[src/rtl/rsa_modexp_seq.sv]
// +--------------------------------------------------------------------------+
// | rsa_modexp_seq : sequential base^exp mod modulus, right-to-left          |
// | square-and-multiply over bit-serial interleaved mulmod datapaths.        |
// | Optional build macro: MODEXP_EARLY_EXIT_EN (stop once exponent is spent). |
// | Revision: 1.0                                                            |
// +--------------------------------------------------------------------------+
`timescale 1ns/1ps
`default_nettype none

module rsa_modexp_seq #(
  parameter int WIDTH = 64
) (
  input  logic             clk,
  input  logic             rst,
  input  logic             start,
  input  logic [WIDTH-1:0] base,
  input  logic [WIDTH-1:0] exp,
  input  logic [WIDTH-1:0] modulus,
  output logic             busy,
  output logic             done,
  output logic [WIDTH-1:0] result,
  output logic             err
);

  localparam int            CW   = $clog2(WIDTH);
  localparam int            TW   = WIDTH + 2;
  localparam logic [CW-1:0] LAST = CW'(WIDTH - 1);

  typedef enum logic [1:0] {
    S_IDLE = 2'd0,
    S_PREP = 2'd1,
    S_MULT = 2'd2,
    S_FIN  = 2'd3
  } state_t;

  state_t           state_q, state_d;
  logic [WIDTH-1:0] b_q, b_d;
  logic [WIDTH-1:0] acc_q, acc_d;
  logic [WIDTH-1:0] e_q, e_d;
  logic [WIDTH-1:0] n_q, n_d;
  logic [TW-1:0]    sq_q, sq_d;
  logic [TW-1:0]    pr_q, pr_d;
  logic [CW-1:0]    cnt_q, cnt_d;
  logic [CW-1:0]    bitcnt_q, bitcnt_d;
  logic             busy_q, busy_d;
  logic             done_q, done_d;
  logic             err_q, err_d;
  logic [WIDTH-1:0] result_q, result_d;

  logic [CW-1:0]    idx;
  logic [TW-1:0]    sq_step;
  logic [TW-1:0]    pr_step;
  logic [TW-1:0]    red_step;
  logic [WIDTH-1:0] e_next;
  logic             mult_exit;

  // One interleaved mulmod step: t < n on entry guarantees 2t + a < 3n.
  function automatic logic [TW-1:0] mm_step(
    input logic [TW-1:0]    t,
    input logic [WIDTH-1:0] a,
    input logic             sel,
    input logic [WIDTH-1:0] n
  );
    logic [TW-1:0] s;
    logic [TW-1:0] nn;
    nn = {2'b00, n};
    s  = {t[TW-2:0], 1'b0} + (sel ? {2'b00, a} : '0);
    if (s >= nn) s = s - nn;
    if (s >= nn) s = s - nn;
    return s;
  endfunction

  always_comb begin
    state_d  = state_q;
    b_d      = b_q;
    acc_d    = acc_q;
    e_d      = e_q;
    n_d      = n_q;
    sq_d     = sq_q;
    pr_d     = pr_q;
    cnt_d    = cnt_q;
    bitcnt_d = bitcnt_q;
    busy_d   = busy_q;
    done_d   = 1'b0;
    err_d    = err_q;
    result_d = result_q;

    // Multiplier bits are consumed MSB first.
    idx      = LAST - cnt_q;
    sq_step  = mm_step(sq_q, b_q, b_q[idx], n_q);
    pr_step  = mm_step(pr_q, b_q, acc_q[idx], n_q);
    red_step = {sq_q[TW-2:0], b_q[WIDTH-1]};
    if (red_step >= {2'b00, n_q}) red_step = red_step - {2'b00, n_q};
    e_next   = e_q >> 1;
`ifdef MODEXP_EARLY_EXIT_EN
    mult_exit = (e_next == '0) || (bitcnt_q == LAST);
`else
    mult_exit = (bitcnt_q == LAST);
`endif

    case (state_q)
      S_IDLE: begin
        // The done cycle is still the tail of the previous operation.
        if (start && !done_q) begin
          b_d      = base;
          e_d      = exp;
          n_d      = modulus;
          acc_d    = {{(WIDTH-1){1'b0}}, (modulus > WIDTH'(1))};
          sq_d     = '0;
          pr_d     = '0;
          cnt_d    = '0;
          bitcnt_d = '0;
          busy_d   = 1'b1;
          err_d    = 1'b0;
          state_d  = (modulus == '0) ? S_FIN : S_PREP;
        end
      end

      S_PREP: begin
        sq_d  = red_step;
        b_d   = b_q << 1;
        cnt_d = cnt_q + CW'(1);
        if (cnt_q == LAST) begin
          b_d     = red_step[WIDTH-1:0];
          sq_d    = '0;
          cnt_d   = '0;
          state_d = S_MULT;
`ifdef MODEXP_EARLY_EXIT_EN
          if (e_q == '0) state_d = S_FIN;
`endif
        end
      end

      S_MULT: begin
        sq_d  = sq_step;
        pr_d  = pr_step;
        cnt_d = cnt_q + CW'(1);
        if (cnt_q == LAST) begin
          b_d      = sq_step[WIDTH-1:0];
          if (e_q[0]) acc_d = pr_step[WIDTH-1:0];
          e_d      = e_next;
          bitcnt_d = bitcnt_q + CW'(1);
          sq_d     = '0;
          pr_d     = '0;
          cnt_d    = '0;
          if (mult_exit) state_d = S_FIN;
        end
      end

      S_FIN: begin
        done_d   = 1'b1;
        busy_d   = 1'b0;
        err_d    = (n_q == '0);
        result_d = (n_q == '0) ? '0 : acc_q;
        state_d  = S_IDLE;
      end

      default: state_d = S_IDLE;
    endcase
  end

  always_ff @(posedge clk) begin
    if (rst) begin
      state_q  <= S_IDLE;
      b_q      <= '0;
      acc_q    <= '0;
      e_q      <= '0;
      n_q      <= '0;
      sq_q     <= '0;
      pr_q     <= '0;
      cnt_q    <= '0;
      bitcnt_q <= '0;
      busy_q   <= 1'b0;
      done_q   <= 1'b0;
      err_q    <= 1'b0;
      result_q <= '0;
    end else begin
      state_q  <= state_d;
      b_q      <= b_d;
      acc_q    <= acc_d;
      e_q      <= e_d;
      n_q      <= n_d;
      sq_q     <= sq_d;
      pr_q     <= pr_d;
      cnt_q    <= cnt_d;
      bitcnt_q <= bitcnt_d;
      busy_q   <= busy_d;
      done_q   <= done_d;
      err_q    <= err_d;
      result_q <= result_d;
    end
  end

  assign busy   = busy_q;
  assign done   = done_q;
  assign err    = err_q;
  assign result = result_q;

endmodule

`default_nettype wire

[config.mk]
export PLATFORM = sky130hd
export DESIGN_NAME = rsa_modexp_seq
export DESIGN_NICKNAME = d
export VERILOG_FILES = /design/src/rtl/rsa_modexp_seq.sv
export SDC_FILE = /design/constraint.sdc
export NUM_CORES = 2
export LEC_CHECK = 0
export CORE_MARGIN = 4
export CORE_UTILIZATION = 53
export CTS_CLUSTER_DIAMETER = 100
export DETAILED_ROUTE_END_ITERATION = 6
export PLACE_DENSITY = 0.72
export SYNTH_ARGS = -nofsm -noshare
export SYNTH_HDL_FRONTEND = slang
export SYNTH_SLANG_ARGS = --single-unit
export TNS_END_PERCENT = 5
[constraint.sdc]
create_clock -name clk -period 14.94 [get_ports clk]
set_input_delay 2.988 -clock clk [delete_from_list [all_inputs] [get_ports clk]]
set_output_delay 2.988 -clock clk [all_outputs]
set_load 0.05 [all_outputs]
### Yosys cells after proc, flatten, opt, wreduce, memory -nomap -nowiden

Cells that the tools add are included.

| storage, ports and cells | value |
|---|---|
| flip-flop bits (word level) | 467 |
| output and inout port bits | 67 |
| word-level logic and storage cells | 104 |

| cells by class | value |
|---|---|
| add/sub/neg operators | 10 |
| magnitude comparators | 7 |
| equality and inequality tests | 10 |
| mux-type cells | 45 |
| reduce and logical (&&, ||, !) cells | 19 |

Operators by type and width:

| kind | number |
|---|---|
| two-way mux 64 bit | 11 |
| two-way mux 65 bit | 7 |
| greater-or-equal comparator 66 x 64 -> 1 bit | 5 |
| one-hot mux 64 bit (2 select lines) | 2 |
| one-hot mux 65 bit (3 select lines) | 1 |
| subtractor 65 x 64 -> 65 bit | 3 |
| one-hot mux 64 bit (3 select lines) | 1 |
| adder 66 x 64 -> 66 bit | 2 |
| two-way mux 66 bit | 2 |
| subtractor 66 x 64 -> 66 bit | 2 |
| one-hot mux 65 bit (2 select lines) | 1 |
| logical NOT 64 bit | 2 |
| greater-than comparator 64 x 1 -> 1 bit (second input constant) | 1 |
| one-hot mux 6 bit (2 select lines) | 2 |
| two-way mux 6 bit | 3 |
| adder 6 x 1 -> 6 bit (second input constant) | 2 |
| binary-select mux 1 bit (select 6 bit) | 2 |
| == test 6 bit (second input constant) | 2 |
| two-way mux 2 bit | 5 |
| != test 2 bit (second input constant) | 5 |
| AND reduction 2 bit | 5 |
| one-hot mux 2 bit (4 select lines) | 1 |
| AND reduction 4 bit | 2 |
| < comparator 6 x 7 -> 1 bit (second input constant) | 1 |
| 12 further kinds | 21 |

### Logic depth before layout (Yosys ltp)

| depth | value |
|---|---|
| word-level depth | 12 |
| gate-level depth with buffers | 54 |

### Worst setup path before layout

Ideal clock, no wire load.

| timing path | value |
|---|---|
| path type | flip-flop to flip-flop |
| start point | reg cnt_q[0] |
| end point | reg acc_q[23] |
| arrival time | 11,486 ps |
| setup slack | 3,337 ps |
| cell stages (with the launch flop) | 49 |
| path buffers | 8 |
| clock period less this slack | 11,603 ps |
| path through | dfxtp_1 -> buf_2 -> buf_2 -> buf_2 -> mux4_2 -> mux4_2 -> mux2_2 -> nand2_1 -> o21ai_1 -> clkbuf_1 -> and2_1 -> ha_1 -> nand4_1 -> nor4_1 -> o211ai_1 -> a21boi_0 -> a31o_2 -> a21oi_1 -> (+13 left out) -> buf_2 -> clkbuf_1 -> clkbuf_1 -> nor2_1 -> a21oi_1 -> ha_1 -> nand2_1 -> or3_1 -> o2111a_1 -> a22oi_1 -> a311o_1 -> a31oi_1 -> o211a_1 -> o41ai_1 -> a211oi_2 -> buf_4 -> mux2_2 -> a22o_1 |

| between the ends | value |
|---|---|
| cells in the longest elaborated chain, start to end | 12 |

Ends and longest elaborated chain:

| item | line | RTL |
|---|---|---|
| start, declared | 43 | `logic [CW-1:0] cnt_q, cnt_d;` |
| start signal, assigned | 185 | `cnt_q <= cnt_d;` |
| subtractor 6 bit | 89 | `idx = LAST - cnt_q;` |
| binary-select mux 1 bit (select 6 bit) | 91 | `pr_step = mm_step(pr_q, b_q, acc_q[idx], n_q);` |
| two-way mux 1 bit (not written as such) | 91 |  |
| two-way mux 64 bit | 67 | `s = {t[TW-2:0], 1'b0} + (sel ? {2'b00, a} : '0);` |
| adder 66 x 64 -> 66 bit | 67 |  |
| subtractor 66 x 64 -> 66 bit or greater-or-equal comparator 66 x 64 -> 1 bit (tied branches) | 68 | `if (s >= nn) s = s - nn;` |
| two-way mux 66 bit | 68 |  |
| subtractor 65 x 64 -> 65 bit or greater-or-equal comparator 66 x 64 -> 1 bit (tied branches) | 69 | `if (s >= nn) s = s - nn;` |
| two-way mux 65 bit | 69 |  |
| two-way mux 64 bit | 140 | `if (e_q[0]) acc_d = pr_step[WIDTH-1:0];` |
| two-way mux 64 bit | 138 | `if (cnt_q == LAST) begin` |
| one-hot mux 64 bit (2 select lines) | 101 | `case (state_q)` |
| end signal, assigned | 166 | `acc_q <= '0;` |
| end signal, assigned | 180 | `acc_q <= acc_d;` |
| end, declared | 38 | `logic [WIDTH-1:0] acc_q, acc_d;` |

Parallel ways exist; a longest one is shown, timed or not. The select of a mux whose other input is x is not followed.
A chain may end at the register's enable or synchronous reset.

### Worst setup path after layout

| timing path | value |
|---|---|
| start point | reg cnt_q[0] |
| end point | reg sq_q[63] |

| between the ends | value |
|---|---|
| cells in the longest elaborated chain, start to end | 11 |

Ends and longest elaborated chain:

| item | line | RTL |
|---|---|---|
| subtractor 6 bit | 89 |  |
| binary-select mux 1 bit (select 6 bit) | 90 | `sq_step = mm_step(sq_q, b_q, b_q[idx], n_q);` |
| two-way mux 1 bit (not written as such) | 90 |  |
| two-way mux 64 bit | 67 |  |
| adder 66 x 64 -> 66 bit | 67 |  |
| subtractor 66 x 64 -> 66 bit or greater-or-equal comparator 66 x 64 -> 1 bit (tied branches) | 68 |  |
| two-way mux 66 bit | 68 |  |
| subtractor 65 x 64 -> 65 bit or greater-or-equal comparator 66 x 64 -> 1 bit (tied branches) | 69 |  |
| two-way mux 65 bit | 69 |  |
| two-way mux 65 bit | 138 |  |
| one-hot mux 65 bit (3 select lines) * | 101 |  |
| end signal, assigned | 183 | `sq_q <= sq_d;` |
| end, declared | 41 | `logic [TW-1:0] sq_q, sq_d;` |

Every way passes the cells marked *; elsewhere a longest branch is shown, timed or not. The select of a mux whose other input is x is not followed.

==> flow_summary.json <==
{
  "vias_per_cell": 6.79,
  "synthDistinctLibCells": 100,
  "clock_latency_ps": 660,
  "syn_area_per_cell_um2": 7.30,
  "die_area_mm2": 0.102,
  "irDropWorstVdd_uv": 451,
  "htree_levels": 2,
  "routedWlPerCell_um": 27.8,
  "critPathSlowestCell": "a2111oi_0",
  "antenna_found_initial": 23,
  "ys_ff_latch": 467,
  "die_h_um": 319,
  "routed_wl_um": 234000,
  "dpl-instance-area_mm2": 0.0553,
  "r2r-start": "cnt_q[0]",
  "rows": 113,
  "synth_area_mm2": 0.0512,
  "required_ps": 15460,
  "hold_violations": 0,
  "gp_congestion": 1.08,
  "synth-compound-area-share_pct": 29.2,
  "grtUsageTotal_pct": 43.3,
  "root_buffer": "clkbuf_16",
  "drt_iter0_markers": 8155,
  "clock_path_buffers": 3,
  "syn_to_final_growth_pct": 12.0,
  "yosys.area_share.adder_pct": 11.3,
  "startpoint": "cnt_q[0]",
  "fin_nets": 7748,
  "die_x_um": 319,
  "crit_arrival_ps": 14620,
  "yosys.area_share.simple_pct": 21.8,
  "end_kind": "flop",
  "grt_overflow": 0,
  "path_class": "flop to flop",
  "ys_warn_count": 0,
  "r2r-end": "sq_q[63]",
  "min_path_type": "flop to flop",
  "cts_buffers": 56,
  "min_to": "result[32]",
  "fin_skew_ps": 33.5,
  "synth_top_area_share_pct": 18.2,
  "power_mw": 16.8,
  "drt_pre_antenna_iters": 7,
  "cts.repair.resized": 0,
  "finalMaxSlewViolations": 0,
  "core_mm2": 0.0954,
  "synth_edf_count": 0,
  "holdCritStartpoint": "result[32]",
  "cts_sinks": 467,
  "power.static_leakage_nw": 24.5,
  "synth_area_leaders": "dfxtp_1 18%, ha_1 11%, a21oi_1 8.4%",
  "drc_errors": 4,
  "cp_common_cell": "buf_4",
  "syn_inst": 7024,
  "tritoncts": "yes",
  "period_share_pct": 94.4,
  "critical_path.max_fanout": 30,
  "yosysSeqAreaShare_pct": 18.2,
  "layout-drive-gt1-share_pct": 7.35,
  "yosysTopAreaCell": "dfxtp_1",
  "maxCapViolations": 0,
  "p_per_area_mw_per_mm2": 293,
  "tns_ps": 0,
  "synth_mux_area_share_pct": 7.42,
  "io_pins": 262,
  "crit_path_max_incr_delay_ps": 690,
  "setup_violations": 0,
  "cts_hold_buf": 0,
  "vias": 57100,
  "antenna_left": 0,
  "layout_min_cycle_time_ps": 14100,
  "io_buffers": 261,
  "slew_headroom_pct": 8.31,
  "status": "complete, but fails checks",
  "grt_max_degree": 127,
  "ys.flop_type": "dfxtp_1",
  "whs_ps": 468,
  "cts_setup_buffers": 0,
  "rrSetupSlack_ps": 840,
  "rr_worst_depth": 48,
  "synth_xor_area_share_pct": 7.06,
  "initial_utilization_pct": 53.7,
  "tightest_slew_ps": 1360,
  "grt_pass1_vias": 52400,
  "clkTransAtPathRegs_ps": 60,
  "violations": "DRC",
  "rsz0062_at_grt": "false",
  "hold_path_depth": 2,
  "finalInstanceArea_mm2": 0.0574,
  "synthArstFlopShare_pct": 0,
  "grt_pass1_wl_um": 338000,
  "fmax_mhz": 70.9,
  "synth_top_family_by_area": "compound AO/OA/AOI/OAI gates",
  "worst_setup_path_start_kind": "flop",
  "dp_hpwl_um": 188000,
  "syn_nets": 7678
}
-- cell type report --
| cell class | instances | area [µm²] |
|---|---|---|
| clock buffer | 72 | 1580 |
| multi-input combinational | 5914 | 39500 |
| timing repair buffer | 429 | 3990 |
| fill | 8802 | 38000 |
| inverter | 226 | 848 |
| sequential | 467 | 9350 |
| clock inverter | 33 | 453 |
| tap | 1265 | 1580 |
| antenna | 14 | 35.0 |
-- flip-flops by register name (all words and copies together) (netlist names), 64 cells and up --
signal  flops
e_q        64
acc_q      64
result     64
n_q        64
b_q        64
sq_q       65
pr_q       65
-- logic make-up (layout without fill, tap and decap cells) --
kind of cell / after synthesis / count (layout)
xor gates and xnor gates: 413 / 413
muxes: 307 / 307
DFF: 467 / 467
AOI/OAI and AO/OA: 2401 / 2401
buffers and inverters: 643 / 760
adders and majority gates: 459 / 459
and+or+nand+nor: 2334 / 2334
other: 0 / 14
-- synthesized netlist by cell type (all sizes together) (173+ instances only) --
| library cell | instances |
|---|---|
| a21o | 248 |
| inv | 225 |
| xnor2 | 252 |
| ha | 452 |
| nand2 | 694 |
| o21ai | 560 |
| clkbuf | 343 |
| and2 | 173 |
| a21oi | 860 |
| dfxtp | 467 |
| nor2 | 559 |
| nand3 | 199 |
-- metrics by stage --
stage / worst slack [ps] / cells / utilization (%)
final: 836 / 8420 / 60.1
after CTS: 1070 / 8406 / 60.1
after floorplan: 3340 / 7024 / -
after global placement: 1140 / 8301 / 58.0
after global routing: 264 / 8416 / 60.1
after detailed placement: 1120 / 8301 / 58.0
-- per-layer routing --
metal  GRT usage [%]  vias to the layer above  wire length, µm
met1            59.5                    26800            93800
met3            14.2                      608            35200
met4            19.1                        4            13000
li1                -                    25900                -
met5               0                        -               22
met2            61.7                     3806            92100
-- worst max path at each step --
stage | end | slack (ps) | depth (start not counted)
4_1_cts | b_q[48] | 1070 | 46
3_3_place_gp | b_q[48] | 1140 | 43
3_5_place_dp | b_q[48] | 1120 | 46
6_report | sq_q[63] | 840 | 48
5_1_grt | b_q[61] | 260 | 48
2_1_floorplan | acc_q[23] | 3340 | 48
-- worst max-delay path, delay by kind of cell (launching register included) --
family                     cells  cell delay, ps
AOI/OAI and AO/OA             18            5450
xor gates and xnor gates       1             110
adders and majority gates      4            1520
buffers and inverters          7            1660
DFF                            1             610
muxes                          5            2290
and+or+nand+nor               13            2290
-- cells in the final DEF, fill, tap and decap left out, types with 58 or more instances in the layout --
cell and n:
a211oi_1 126, a21o_1 248, a21oi_1 856, a31oi_1 75
and2_1 171, and3_1 64, buf_4 159, clkdlybuf4s50_1 260
dfxtp_1 465, ha_1 448, inv_1 225, mux2_2 84
mux2i_1 158, nand2_1 692, nand2b_1 123, nand3_1 199
nand4_1 121, nor2_1 553, nor3_1 148, nor4_1 85
o21ai_0 498, o21ai_1 58, o21bai_1 83, xnor2_1 252
xor2_1 161
-- power breakdown --
part | internal, mW | switching, mW
combinational | 5.36 | 8.14
sequential | 1.43 | 0.339
clock | 0.908 | 0.641
total | 7.70 | 9.12
Power figures use the tool's default switching activity.
